$ cat src/rtl/htu_req_queue_if.sv
// Request-queue bus bundle: crossbar-side request handshake plus the
// hit-test-unit-side head-entry handshake and the occupancy count.
// slave  = the queue itself, master = the requester/consumer environment.
interface htu_req_queue_if #(
  parameter int CNT_W = 3
);

  // crossbar -> queue
  logic             xbar_htu_valid_i;
  logic             xbar_htu_ready_o;
  logic [1:0]       xbar_htu_ch_id_i;
  logic [1:0]       xbar_htu_opcode_i;
  logic [27:0]      xbar_htu_addr_i;
  logic [7:0]       xbar_htu_wbuffer_id_i;

  // queue -> hit-test unit
  logic             htu_req_valid_o;
  logic             htu_req_ready_i;
  logic [1:0]       htu_req_ch_id_o;
  logic [1:0]       htu_req_opcode_o;
  logic [27:0]      htu_req_addr_o;
  logic [7:0]       htu_req_wbuffer_id_o;

  // occupancy
  logic [CNT_W-1:0] htu_req_cnt_o;

  modport slave (
    input  xbar_htu_valid_i,
    input  xbar_htu_ch_id_i,
    input  xbar_htu_opcode_i,
    input  xbar_htu_addr_i,
    input  xbar_htu_wbuffer_id_i,
    input  htu_req_ready_i,
    output xbar_htu_ready_o,
    output htu_req_valid_o,
    output htu_req_ch_id_o,
    output htu_req_opcode_o,
    output htu_req_addr_o,
    output htu_req_wbuffer_id_o,
    output htu_req_cnt_o
  );

  modport master (
    output xbar_htu_valid_i,
    output xbar_htu_ch_id_i,
    output xbar_htu_opcode_i,
    output xbar_htu_addr_i,
    output xbar_htu_wbuffer_id_i,
    output htu_req_ready_i,
    input  xbar_htu_ready_o,
    input  htu_req_valid_o,
    input  htu_req_ch_id_o,
    input  htu_req_opcode_o,
    input  htu_req_addr_o,
    input  htu_req_wbuffer_id_o,
    input  htu_req_cnt_o
  );

endinterface

$ cat src/rtl/htu_req_queue.sv
// htu_req_queue: DEPTH-entry circular FIFO that buffers crossbar requests
// in front of the hit-test unit. Each entry is {ch_id, opcode, addr, wbuffer_id}.
// Optional feature: define HTU_REQQ_BYPASS_EN to let a request arriving at an
// empty queue pass straight through to the hit-test unit in the same cycle.
// Without it the head is always taken from storage (one cycle minimum latency).
module htu_req_queue #(
  parameter int DEPTH = 4,
  parameter int CNT_W = 3
) (
  input logic             clk_i,
  input logic             rst_i,
  htu_req_queue_if.slave  bus
);

  localparam int PTR_W   = $clog2(DEPTH);
  localparam int ENTRY_W = 40;

  // storage and bookkeeping
  logic [ENTRY_W-1:0] r_mem [DEPTH];
  logic [PTR_W-1:0]   r_wrPtr;
  logic [PTR_W-1:0]   r_rdPtr;
  logic [CNT_W-1:0]   r_cnt;

  logic               w_full;
  logic               w_empty;
  logic               w_enq;
  logic               w_deq;
  logic               w_outValid;
  logic [ENTRY_W-1:0] w_inEntry;
  logic [ENTRY_W-1:0] w_headEntry;
  logic [ENTRY_W-1:0] w_outEntry;
  logic [PTR_W-1:0]   w_wrPtrNext;
  logic [PTR_W-1:0]   w_rdPtrNext;

  assign w_full      = (r_cnt == CNT_W'(DEPTH));
  assign w_empty     = (r_cnt == '0);
  assign w_inEntry   = {bus.xbar_htu_ch_id_i, bus.xbar_htu_opcode_i,
                        bus.xbar_htu_addr_i, bus.xbar_htu_wbuffer_id_i};
  assign w_headEntry = r_mem[r_rdPtr];

  // Pointers wrap explicitly at DEPTH-1 so the intent does not hinge on
  // DEPTH being a power of two.
  assign w_wrPtrNext = (r_wrPtr == PTR_W'(DEPTH - 1)) ? '0 : r_wrPtr + PTR_W'(1);
  assign w_rdPtrNext = (r_rdPtr == PTR_W'(DEPTH - 1)) ? '0 : r_rdPtr + PTR_W'(1);

`ifdef HTU_REQQ_BYPASS_EN
  logic w_bypass;
  logic w_bypassTaken;

  // An empty queue presents the incoming request directly; if the hit-test
  // unit takes it in that cycle it never touches storage.
  assign w_bypass      = w_empty & bus.xbar_htu_valid_i;
  assign w_bypassTaken = w_bypass & bus.htu_req_ready_i;
  assign w_outValid    = ~w_empty | bus.xbar_htu_valid_i;
  assign w_outEntry    = w_empty ? w_inEntry : w_headEntry;
  assign w_enq         = bus.xbar_htu_valid_i & ~w_full & ~w_bypassTaken;
  assign w_deq         = ~w_empty & bus.htu_req_ready_i;
`else
  // Output is purely a function of stored state: no input-to-output path.
  assign w_outValid    = ~w_empty;
  assign w_outEntry    = w_headEntry;
  assign w_enq         = bus.xbar_htu_valid_i & ~w_full;
  assign w_deq         = ~w_empty & bus.htu_req_ready_i;
`endif

  // Ready depends only on registered occupancy, so a full queue cannot
  // accept in the same cycle it drains; the slot opens the next cycle.
  assign bus.xbar_htu_ready_o     = ~w_full;
  assign bus.htu_req_valid_o      = w_outValid;
  assign bus.htu_req_ch_id_o      = w_outEntry[39:38];
  assign bus.htu_req_opcode_o     = w_outEntry[37:36];
  assign bus.htu_req_addr_o       = w_outEntry[35:8];
  assign bus.htu_req_wbuffer_id_o = w_outEntry[7:0];
  assign bus.htu_req_cnt_o        = r_cnt;

  // Entry storage is write-only on enqueue and never reset; stale contents
  // are unreachable because the pointers and count are cleared.
  always_ff @(posedge clk_i) begin
    if (w_enq) begin
      r_mem[r_wrPtr] <= w_inEntry;
    end
  end

  // Write/read pointer advance on enqueue/dequeue respectively.
  always_ff @(posedge clk_i or negedge rst_i) begin
    if (!rst_i) begin
      r_wrPtr <= '0;
      r_rdPtr <= '0;
    end else begin
      if (w_enq) begin
        r_wrPtr <= w_wrPtrNext;
      end
      if (w_deq) begin
        r_rdPtr <= w_rdPtrNext;
      end
    end
  end

  // Occupancy moves only when exactly one of enqueue/dequeue happens.
  always_ff @(posedge clk_i or negedge rst_i) begin
    if (!rst_i) begin
      r_cnt <= '0;
    end else begin
      case ({w_enq, w_deq})
        2'b10:   r_cnt <= r_cnt + CNT_W'(1);
        2'b01:   r_cnt <= r_cnt - CNT_W'(1);
        default: r_cnt <= r_cnt;
      endcase
    end
  end

endmodule

$ cat src/flat_wrapper.sv
// flat-port wrapper written by rule: the top's interface ports become plain ports
module htu_req_queue_flat 
#(
  parameter int DEPTH = 4,
  parameter int CNT_W = 3
)
  (clk_i, rst_i, bus_xbar_htu_valid_i, bus_xbar_htu_ch_id_i, bus_xbar_htu_opcode_i, bus_xbar_htu_addr_i, bus_xbar_htu_wbuffer_id_i, bus_htu_req_ready_i, bus_xbar_htu_ready_o, bus_htu_req_valid_o, bus_htu_req_ch_id_o, bus_htu_req_opcode_o, bus_htu_req_addr_o, bus_htu_req_wbuffer_id_o, bus_htu_req_cnt_o);
  htu_req_queue_if #(.CNT_W(CNT_W)) bus_i ();
  input logic clk_i;
  input logic rst_i;
  input wire logic [$bits(bus_i.xbar_htu_valid_i)-1:0] bus_xbar_htu_valid_i;
  input wire logic [$bits(bus_i.xbar_htu_ch_id_i)-1:0] bus_xbar_htu_ch_id_i;
  input wire logic [$bits(bus_i.xbar_htu_opcode_i)-1:0] bus_xbar_htu_opcode_i;
  input wire logic [$bits(bus_i.xbar_htu_addr_i)-1:0] bus_xbar_htu_addr_i;
  input wire logic [$bits(bus_i.xbar_htu_wbuffer_id_i)-1:0] bus_xbar_htu_wbuffer_id_i;
  input wire logic [$bits(bus_i.htu_req_ready_i)-1:0] bus_htu_req_ready_i;
  output wire logic [$bits(bus_i.xbar_htu_ready_o)-1:0] bus_xbar_htu_ready_o;
  output wire logic [$bits(bus_i.htu_req_valid_o)-1:0] bus_htu_req_valid_o;
  output wire logic [$bits(bus_i.htu_req_ch_id_o)-1:0] bus_htu_req_ch_id_o;
  output wire logic [$bits(bus_i.htu_req_opcode_o)-1:0] bus_htu_req_opcode_o;
  output wire logic [$bits(bus_i.htu_req_addr_o)-1:0] bus_htu_req_addr_o;
  output wire logic [$bits(bus_i.htu_req_wbuffer_id_o)-1:0] bus_htu_req_wbuffer_id_o;
  output wire logic [$bits(bus_i.htu_req_cnt_o)-1:0] bus_htu_req_cnt_o;
  assign bus_i.xbar_htu_valid_i = bus_xbar_htu_valid_i;
  assign bus_i.xbar_htu_ch_id_i = bus_xbar_htu_ch_id_i;
  assign bus_i.xbar_htu_opcode_i = bus_xbar_htu_opcode_i;
  assign bus_i.xbar_htu_addr_i = bus_xbar_htu_addr_i;
  assign bus_i.xbar_htu_wbuffer_id_i = bus_xbar_htu_wbuffer_id_i;
  assign bus_i.htu_req_ready_i = bus_htu_req_ready_i;
  assign bus_xbar_htu_ready_o = bus_i.xbar_htu_ready_o;
  assign bus_htu_req_valid_o = bus_i.htu_req_valid_o;
  assign bus_htu_req_ch_id_o = bus_i.htu_req_ch_id_o;
  assign bus_htu_req_opcode_o = bus_i.htu_req_opcode_o;
  assign bus_htu_req_addr_o = bus_i.htu_req_addr_o;
  assign bus_htu_req_wbuffer_id_o = bus_i.htu_req_wbuffer_id_o;
  assign bus_htu_req_cnt_o = bus_i.htu_req_cnt_o;
  htu_req_queue #(.DEPTH(DEPTH), .CNT_W(CNT_W)) u_core (.clk_i(clk_i), .rst_i(rst_i), .bus(bus_i));
endmodule
$ cat config.mk
export PLATFORM = sky130hd
export DESIGN_NAME = htu_req_queue_flat
export DESIGN_NICKNAME = d
export VERILOG_FILES = /design/src/rtl/htu_req_queue_if.sv /design/src/rtl/htu_req_queue.sv /design/src/flat_wrapper.sv
export SDC_FILE = /design/constraint.sdc
export NUM_CORES = 1
export LEC_CHECK = 0
export ABC_AREA = 1
export CAP_MARGIN = 20
export CORE_UTILIZATION = 44
export CTS_CLUSTER_SIZE = 28
export DETAILED_ROUTE_END_ITERATION = 8
export PLACE_DENSITY = 0.72
export SYNTH_ARGS = -nofsm -noshare
export SYNTH_HDL_FRONTEND = slang
export SYNTH_SLANG_ARGS = --single-unit
$ cat constraint.sdc
create_clock -name clk_i -period 3.33 [get_ports clk_i]
set_clock_uncertainty 0.05 [all_clocks]
set_input_delay 0.4995 -clock clk_i [delete_from_list [all_inputs] [get_ports clk_i]]
set_output_delay 0.4995 -clock clk_i [all_outputs]
set_load 0.005 [all_outputs]
* Yosys cells after proc, flatten, opt, wreduce, memory -nomap -nowiden
Memories as Yosys holds them, arrays and structs flattened.
Cells that the tools add are included.
** Storage, ports and cells
- RAM bits :: 160
- Logic and storage cells :: 24
- Bits in read-only memories :: 0
- Register bits after elaboration :: 7
- Latch bits :: 0
- Memories :: 1
** Cells by class
- Shift-type cells :: 0
- Div/mod/pow operators :: 0
- $add $sub $neg :: 4
- Multipliers :: 0
- Multiplexer cells :: 5
- Equal/unequal tests :: 5
- Bitwise logic cells :: 4
- Reductions and logical operators :: 2
- Magnitude comparators :: 0
** Memories
- u_core.r_mem :: depth 4, width 40, read ports 1, clocked after memory_dff 0, wr ports 1, RTL line htu_req_queue.sv:19 : logic [ENTRY_W-1:0] r_mem [DEPTH];
** Operators by type and width (number)
- equality test 2 bit (second input constant) :: 3
- one-hot mux 3 bit (2 select lines) :: 1
- adder 2 x 1 -> 2 bit (second input constant) :: 2
- two-way mux 2 bit :: 2
- adder 3 x 1 -> 3 bit (second input constant) :: 1
- equality test 3 bit (second input constant) :: 1
- logical NOT 3 bit :: 1
- subtractor 3 x 1 -> 3 bit (second input constant) :: 1
- AND 1 bit :: 2
- equality test 2 x 1 -> 1 bit (second input constant) :: 1
- two-way mux 1 bit :: 2
- inverter 1 bit :: 2
- nonzero test 2 bit :: 1

* Longest topological paths before layout
Gate-level depths: netlist (run 1).
- Word-level depth :: 5
- Gate-level depth with buffers :: 12
- Depth with buffers taken out :: 12

* Worst setup path before layout (run 1)
No wires, ideal clock.
- Kind :: reg2reg
- From :: reg u_core.r_cnt[0], in the netlist u_core.bus.htu_req_cnt_o[0]
- To :: mem u_core.r_mem[0][0] (enable)
- Data required time :: 2842 ps
- Stages on the path, launching flop included :: 5
- Library setup time :: 438 ps
- Path buffers :: 0
- Setup slack :: 394 ps
- Arrival :: 2448 ps
- Path through :: dfrtp_1 > inv_2 > nand3_1 > nand2_1 > nor2_1
** On the way
- Longest elaborated chain between the ends :: 5
** RTL lines
- from (decl) :: RTL line htu_req_queue.sv:22 : logic [CNT_W-1:0] r_cnt;
- from (signal assigned) :: RTL line htu_req_queue.sv:105 : 2'b10: r_cnt <= r_cnt + CNT_W'(1);
- from (signal assigned) :: RTL line htu_req_queue.sv:106 : 2'b01: r_cnt <= r_cnt - CNT_W'(1);
- from (signal assigned) :: RTL line htu_req_queue.sv:107 : default: r_cnt <= r_cnt;
- equality test 3 bit :: RTL line htu_req_queue.sv:35 : assign w_full = (r_cnt == CNT_W'(DEPTH));
- inverter 1 bit
- via bus_xbar_htu_ready_o :: RTL line flat_wrapper.sv:17 : output wire logic [$bits(bus_i.xbar_htu_ready_o)-1:0] bus_xbar_htu_ready_o;
- AND 1 bit :: RTL line htu_req_queue.sv:62 : assign w_enq = bus.xbar_htu_valid_i & ~w_full;
- two-way mux 1 bit :: RTL line htu_req_queue.sv:79 : if (w_enq) begin
- two-way mux 1 bit (not written as such) :: RTL line htu_req_queue.sv:80 : r_mem[r_wrPtr] <= w_inEntry;
- to (decl) :: RTL line htu_req_queue.sv:19
The timed path passes the listed nets, and every way through them passes these cells.

* Worst setup path in the final report (run 1)
- From :: reg u_core.r_rdPtr[0]
- To :: out bus_htu_req_addr_o[6]
** On the way
- Longest elaborated chain between the ends :: 1
** RTL lines
- from (decl) :: RTL line htu_req_queue.sv:21 : logic [PTR_W-1:0] r_rdPtr;
- from (signal assigned) :: RTL line htu_req_queue.sv:94 : r_rdPtr <= w_rdPtrNext;
- memory read (4 x 40 bit)
- to (decl) :: RTL line flat_wrapper.sv:21 : output wire logic [$bits(bus_i.htu_req_addr_o)-1:0] bus_htu_req_addr_o;
Every way passes these cells.

==> results of run 1 <==
-- power by group --
group          switching, mW  leakage (nW)  internal, mW
registers              0.234          1.55          2.77
logic                   1.49          1.55          1.37
clock network          0.732         0.261          1.09
-- Yosys cell counts, drive strengths merged --
cell and number:
o21ai 1, nor2 6, o211ai 80, inv 94
buf 27, nand2 135, ha 6, nand4 1
xnor2 1, fa 1, nand3 7, edfxtp 160
dfrtp 7
-- state kept, by name, indices dropped and copies added (netlist names) --
register and cells:
u_core.bus.htu_req_cnt_o 3, u_core.r_mem 160, u_core.r_rdPtr 2, u_core.r_wrPtr 2
-- layer usage --
| metal | global-route usage | wire length (um) |
|---|---|---|
| met1 | 0.197 | 5540 |
| met2 | 0.312 | 7140 |
| met3 | 0.0421 | 494 |
| met4 | 0.0720 | 118 |
| met5 | 0 | 0 |
-- per-stage QoR --
step	cells	worst slack, ns
2_1_floorplan	526	0.394
3_3_place_gp	816	0.876
3_5_place_dp	816	0.804
4_1_cts	848	0.378
5_1_grt	848	0.301
6_report	848	0.426
-- cell usage in the layout, fill, tap and decap left out, drive strengths merged --
cell           synthesis  final
buf                   27     13
xnor2                  1      1
clkbuf                 0     22
nor2                   6      6
nand4                  1      1
clkinvlp               0      2
ha                     6      6
nand2                135    135
o21ai                  1      1
fa                     1      1
edfxtp               160    160
inv                   94     94
bufinv                 0      2
o211ai                80     80
clkdlybuf4s50          0     88
nand3                  7      7
dfrtp                  7      7
clkinv                 0      6
-- logic make-up (layout without fill, tap and decap cells) --
kind of cell / Yosys count / in the layout
DFF: 167 / 167
adders and majority gates: 7 / 7
buffers and inverters: 121 / 227
AOI/OAI and AO/OA: 81 / 81
and+or+nand+nor: 149 / 149
xor gates and xnor gates: 1 / 1
-- final timing paths --
check / startpoint / end / slack (ns) / depth (start not counted)
max in group asynchronous: rst_i / u_core.r_rdPtr[0] / 2.64 / 1
max: u_core.r_rdPtr[0] / bus_htu_req_addr_o[6] / 0.43 / 4
max reg2reg: u_core.bus.htu_req_cnt_o[0] / u_core.bus.htu_req_cnt_o[2] / 1.09 / 10
min: rst_i / u_core.bus.htu_req_cnt_o[1] / 0.30 / 1
min reg2reg: u_core.bus.htu_req_cnt_o[0] / u_core.bus.htu_req_cnt_o[0] / 0.47 / 1
min in group clk_i: u_core.bus.htu_req_cnt_o[0] / u_core.bus.htu_req_cnt_o[0] / 0.47 / 1
-- area by class of cell --
class	count	area, um^2	share of cell area
sequential	167	4980	0.568
tap	216	270	0.0308
inverter	94	353	0.0402
clock inverter	10	105	0.0120
multi-input combinational	238	1590	0.181
clock buffer	22	444	0.0506
timing repair buffer	101	1030	0.117
==> run metrics, run 1 <==
final setup fails 0; postcts setup bufs 0; Synthesis Warnings 0; DRC Markers 0; CP max stage delay 0.81 ns; RSZ-0062 raised after global routing false; Antenna Nets Post-Route 0; Hold Crit Class in2async; critical path class reg2out; slowest CP cell dfrtp_4; post-place instance area 8220 um^2; Synth area leader edfxtp_1; initial DRC count 212; Worst Path Buf+Inv 2; I/O Buffers 88; fmax 344 MHz; Synth Area in XOR/XNOR 0.00123; Yosys reg bits 167; Final Instance Area 8770 um^2; Core ar. 15800 um^2; leakage power 3.36 nW; clock slew at reported path FFs 0.06 ns; Placer Congestion 0.752; gate count after technology mapping 526; final hold vios 0; Post-Synth Simple-Gate Area 0.0908; GR Util All Layers 0.173; Power per Cell Area 878 nW/um^2; Max-Cap Viols 0; Mapped Area 7110 um^2; CP Capture Type output pin; Vias 4120; fillers 1255; worst path cell trace buf_12, o211ai_1, nand2_1, clkdlybuf4s50_1; Crit path required time 2.78 ns; Synth Area in Adders 0.0134; Slew Viols, Final 0; cts hold-fix bufs 0; CTS sink count 167; WHS 0.301 ns; global route overflow 0; CTS tree built; first-pass GRT wire length 21300 um; worst slew pin tran 0.625 ns; Final min period 2.90 ns; drt pass-1 iters 5; Final Routed Wirelength 13300 um; top cell type's share of synthesized area 0.676; worst vdd ir 0.000462 V; synth top area cells edfxtp_1, o211ai_2, nand2_1; initial antenna violation count 0; Num CTS Buffers 17; post-synthesis compound-gate area fraction 0.113; num rows 46; Worst EP arrival 2.35 ns; Syn Area/Cell 13.5 um^2; Die X 129 um; NumNets Final 670; Area Overhead vs Synth 23.4%; Tot Pwr 7.70 mW; Max Root-Sink Buffers 2; post-synthesis mux area share 0; Avg Vias per Cell 4.86; sequential fraction of the synthesis area 0.700; critical path's top delay family buffers and inverters; largest net degree at the start of global routing 46; HPWL after DPL 7900 um; total die area 16700 um^2; io pins 89; Root Driver clkbuf_16; Unique masters post-synth 17; layout cells sized above 1 0.185; Initial Utilization 0.449; post-layout util 0.554; CP Max Fanout 45; outcome completed; Slew HR 0.583; CP startpoint kind flip-flop; Die Height 129 um; drt wl/cell 15.7 um; main combinational cell family by area after synthesis compound AO/OA/AOI/OAI gates; H-tree Lvls 4; Final Cycle Share 0.872; post-synthesis net count 577; Fin Setup TNS 0 ns; Worst-Skew Late Latency 0.41 ns; number of global-route vias before repair 4243; Diodes inserted 0; post-CTS resize count 0
Power figures use the tool's default switching activity.
==> run 2, diff against run 1 <==
--- a/config.mk
+++ b/config.mk
@@ -5,12 +5,13 @@
 export SDC_FILE = /design/constraint.sdc
 export NUM_CORES = 1
 export LEC_CHECK = 0
-export ABC_AREA = 1
+export ABC_AREA = 0
 export CAP_MARGIN = 20
+export CORE_MARGIN = 2
 export CORE_UTILIZATION = 44
 export CTS_CLUSTER_SIZE = 28
 export DETAILED_ROUTE_END_ITERATION = 8
-export PLACE_DENSITY = 0.72
+export PLACE_DENSITY = 0.75
 export SYNTH_ARGS = -nofsm -noshare
 export SYNTH_HDL_FRONTEND = slang
 export SYNTH_SLANG_ARGS = --single-unit
==> constraint.sdc (replaced) <==
create_clock -name clk_i -period 2.5 [get_ports clk_i]
set_clock_uncertainty 0.05 [all_clocks]
set_input_delay 0.375 -clock clk_i [delete_from_list [all_inputs] [get_ports clk_i]]
set_output_delay 0.375 -clock clk_i [all_outputs]
set_load 0.005 [all_outputs]
==> run metrics, run 2 <==
outcome completed; RSZ-0062 raised after global routing false; Top reg by flops u_core.r_mem; Tot Pwr 9.50 mW; Die X 123 um; Crit path required time 2.08 ns; Vias 2871; Placer Congestion 0.691; post-synthesis net count 301; I/O Buffers 88; most common cell after layout, fill and taps aside edfxtp_1; logic gate share of total power 0.317; sequential fraction of the synthesis area 0.801; io pins 89; first-pass GRT wire length 16600 um; synth top area cells edfxtp_1, mux4_2, dfrtp_1; synth cell count leaders edfxtp_1, mux4_2, dfrtp_1, inv_1, ha_1; CTS tree built; final hold vios 0; layout cells sized above 1 0.280; Post-synth EDFFs 160; Sequential Power Share 0.415; cts hold-fix bufs 0; Final min period 2.45 ns; clock slew at reported path FFs 0.06 ns; Final Cycle Share 0.979; CP startpoint kind flip-flop; Avg Vias per Cell 5.14; most common cell in the synthesized netlist edfxtp_1; Worst R2R Start u_core.bus.htu_req_cnt_o[0]; Mapped Area 6220 um^2; Initial Utilization 0.450; drt pass-1 iters 4; CP max stage delay 0.50 ns; GR Util All Layers 0.155; Root Driver clkbuf_16; Clock power frac 0.268; met3 WL 498 um; CP Max Fanout 8; gate count after technology mapping 250; number of global-route vias before repair 3039; r2r worst-path depth 9; Antenna Nets Post-Route 0; Worst-Skew Late Latency 0.41 ns; initial DRC count 209; post-route worst setup slack 0.0531 ns; sw frac 0.259; top cell type's share of synthesized area 0.773; Core ar. 13800 um^2; Slew HR 0.758; Worst Path Buf+Inv 2; CTS sink count 167; max layer used met4; flip-flop count of the largest register after layout 160; leakage power 2.80 nW; Area Overhead vs Synth 30.2%; num rows 43; worst r2r dst u_core.bus.htu_req_cnt_o[2]; Num CTS Buffers 17; worst vdd ir 0.000695 V; CP Capture Type output pin; critical path class reg2out; global route overflow 0; NumNets Final 417; pre-CTS setup slack 0.200 ns; most frequent cells in the layout edfxtp_1, clkdlybuf4s50_1, mux4_2, dlygate4sd2_1, clkbuf_16; met1 WL 4840 um; Post-synth ARST share 0.0419; fmax 409 MHz; Worst EP arrival 2.02 ns; Power per Cell Area 1170 nW/um^2; setup slack, reg-to-reg 0.20 ns; worst path cell trace buf_16, mux4_2, clkdlybuf4s50_1; final setup fails 0; Synth area leader edfxtp_1; HPWL after DPL 6360 um; Int Pwr 7.04 mW; slowest CP cell dfrtp_4; Final Routed Wirelength 11000 um; Hold Crit Class in2async; Unique masters post-synth 21; Primary FF master, synth edfxtp_1; P_sw 2.46 mW; Slew Viols, Final 0; Yosys reg bits 167; Max Root-Sink Buffers 2; total die area 15100 um^2; Worst path depth 3; post-layout util 0.585; DRC Markers 0; initial antenna violation count 0; drt wl/cell 19.6 um; H-tree Lvls 4; Syn Area/Cell 24.9 um^2; Diodes inserted 0; worst slew pin tran 0.363 ns; largest net degree at the start of global routing 41; met2 WL post-DR 5530 um; Max-Cap Viols 0; Fin Setup TNS 0 ns; Die Height 123 um; critical path's top delay family buffers and inverters; Synthesis Warnings 0
-- run 2: layout make-up --
cell class,count,area [um^2]
fillers,1019,5730
flip-flops and latches,167,4990
multi-input cells,66,1160
repair buffers,107,1110
clock buffers,19,433
well taps,180,225
clock inverters,13,156
inverters,7,26.3
-- run 2: power by group through the flow --
stage	registers [mW]	clock network [mW]	logic, mW
2_1_floorplan	3.87	0	1.59
3_3_place_gp	3.94	0	3.08
3_5_place_dp	3.98	0	3.12
4_1_cts	3.95	2.61	3.12
5_1_grt	3.99	2.72	3.27
6_report	3.94	2.55	3.01
-- run 2: layer usage --
metal	global-route usage	vias up
met3	0.0446	5
met5	0	-
li1	-	1285
met1	0.206	1507
met4	0.0496	0
met2	0.249	74
-- run 2: stage by stage --
stage | hold slack, ns | instances | area [um^2]
after CTS | 0.180 | 557 | 8100
after detailed placement | 0.468 | 518 | 7420
after global placement | 0.436 | 518 | 7420
after floorplan | 0.0294 | 250 | 6220
after global routing | 0.204 | 559 | 8100
final | 0.184 | 559 | 8100
-- run 2: worst max-delay path by stage --
stage	from	end	slack (ns)
detailed placement	u_core.bus.htu_req_cnt_o[0]	u_core.bus.htu_req_cnt_o[2]	0.20
finish	u_core.r_rdPtr[0]	bus_htu_req_addr_o[21]	0.05
global route	u_core.r_rdPtr[0]	bus_htu_req_addr_o[2]	0.0002
global placement	u_core.bus.htu_req_cnt_o[0]	u_core.bus.htu_req_cnt_o[2]	0.32
floorplan	u_core.bus.htu_req_cnt_o[0]	u_core.bus.htu_req_cnt_o[2]	0.35
CTS	u_core.r_rdPtr[0]	bus_htu_req_addr_o[15]	0.004
-- run 2: timing repair --
action,CTS,global route
resized for setup,42,7
cloned,2,0
setup endpoints to repair,38,11
buffers inserted,5,2
-- run 2: cell families after synthesis --
family                     synth area share
adders and majority gates            0.0153
and+or+nand+nor                      0.0117
buffers and inverters                0.0131
muxes                                 0.155
DFF                                   0.801
xor gates and xnor gates            0.00423
-- run 2: worst register-to-register path, stage by stage (launching register included) --
cell and delay [ns]:
dfrtp_1 0.43, or3b_4 0.45, and2_4 0.19, inv_1 0.05, ha_1 0.17, inv_1 0.07
fa_1 0.39, xor2_1 0.15, nor2_1 0.11, xor2_1 0.15
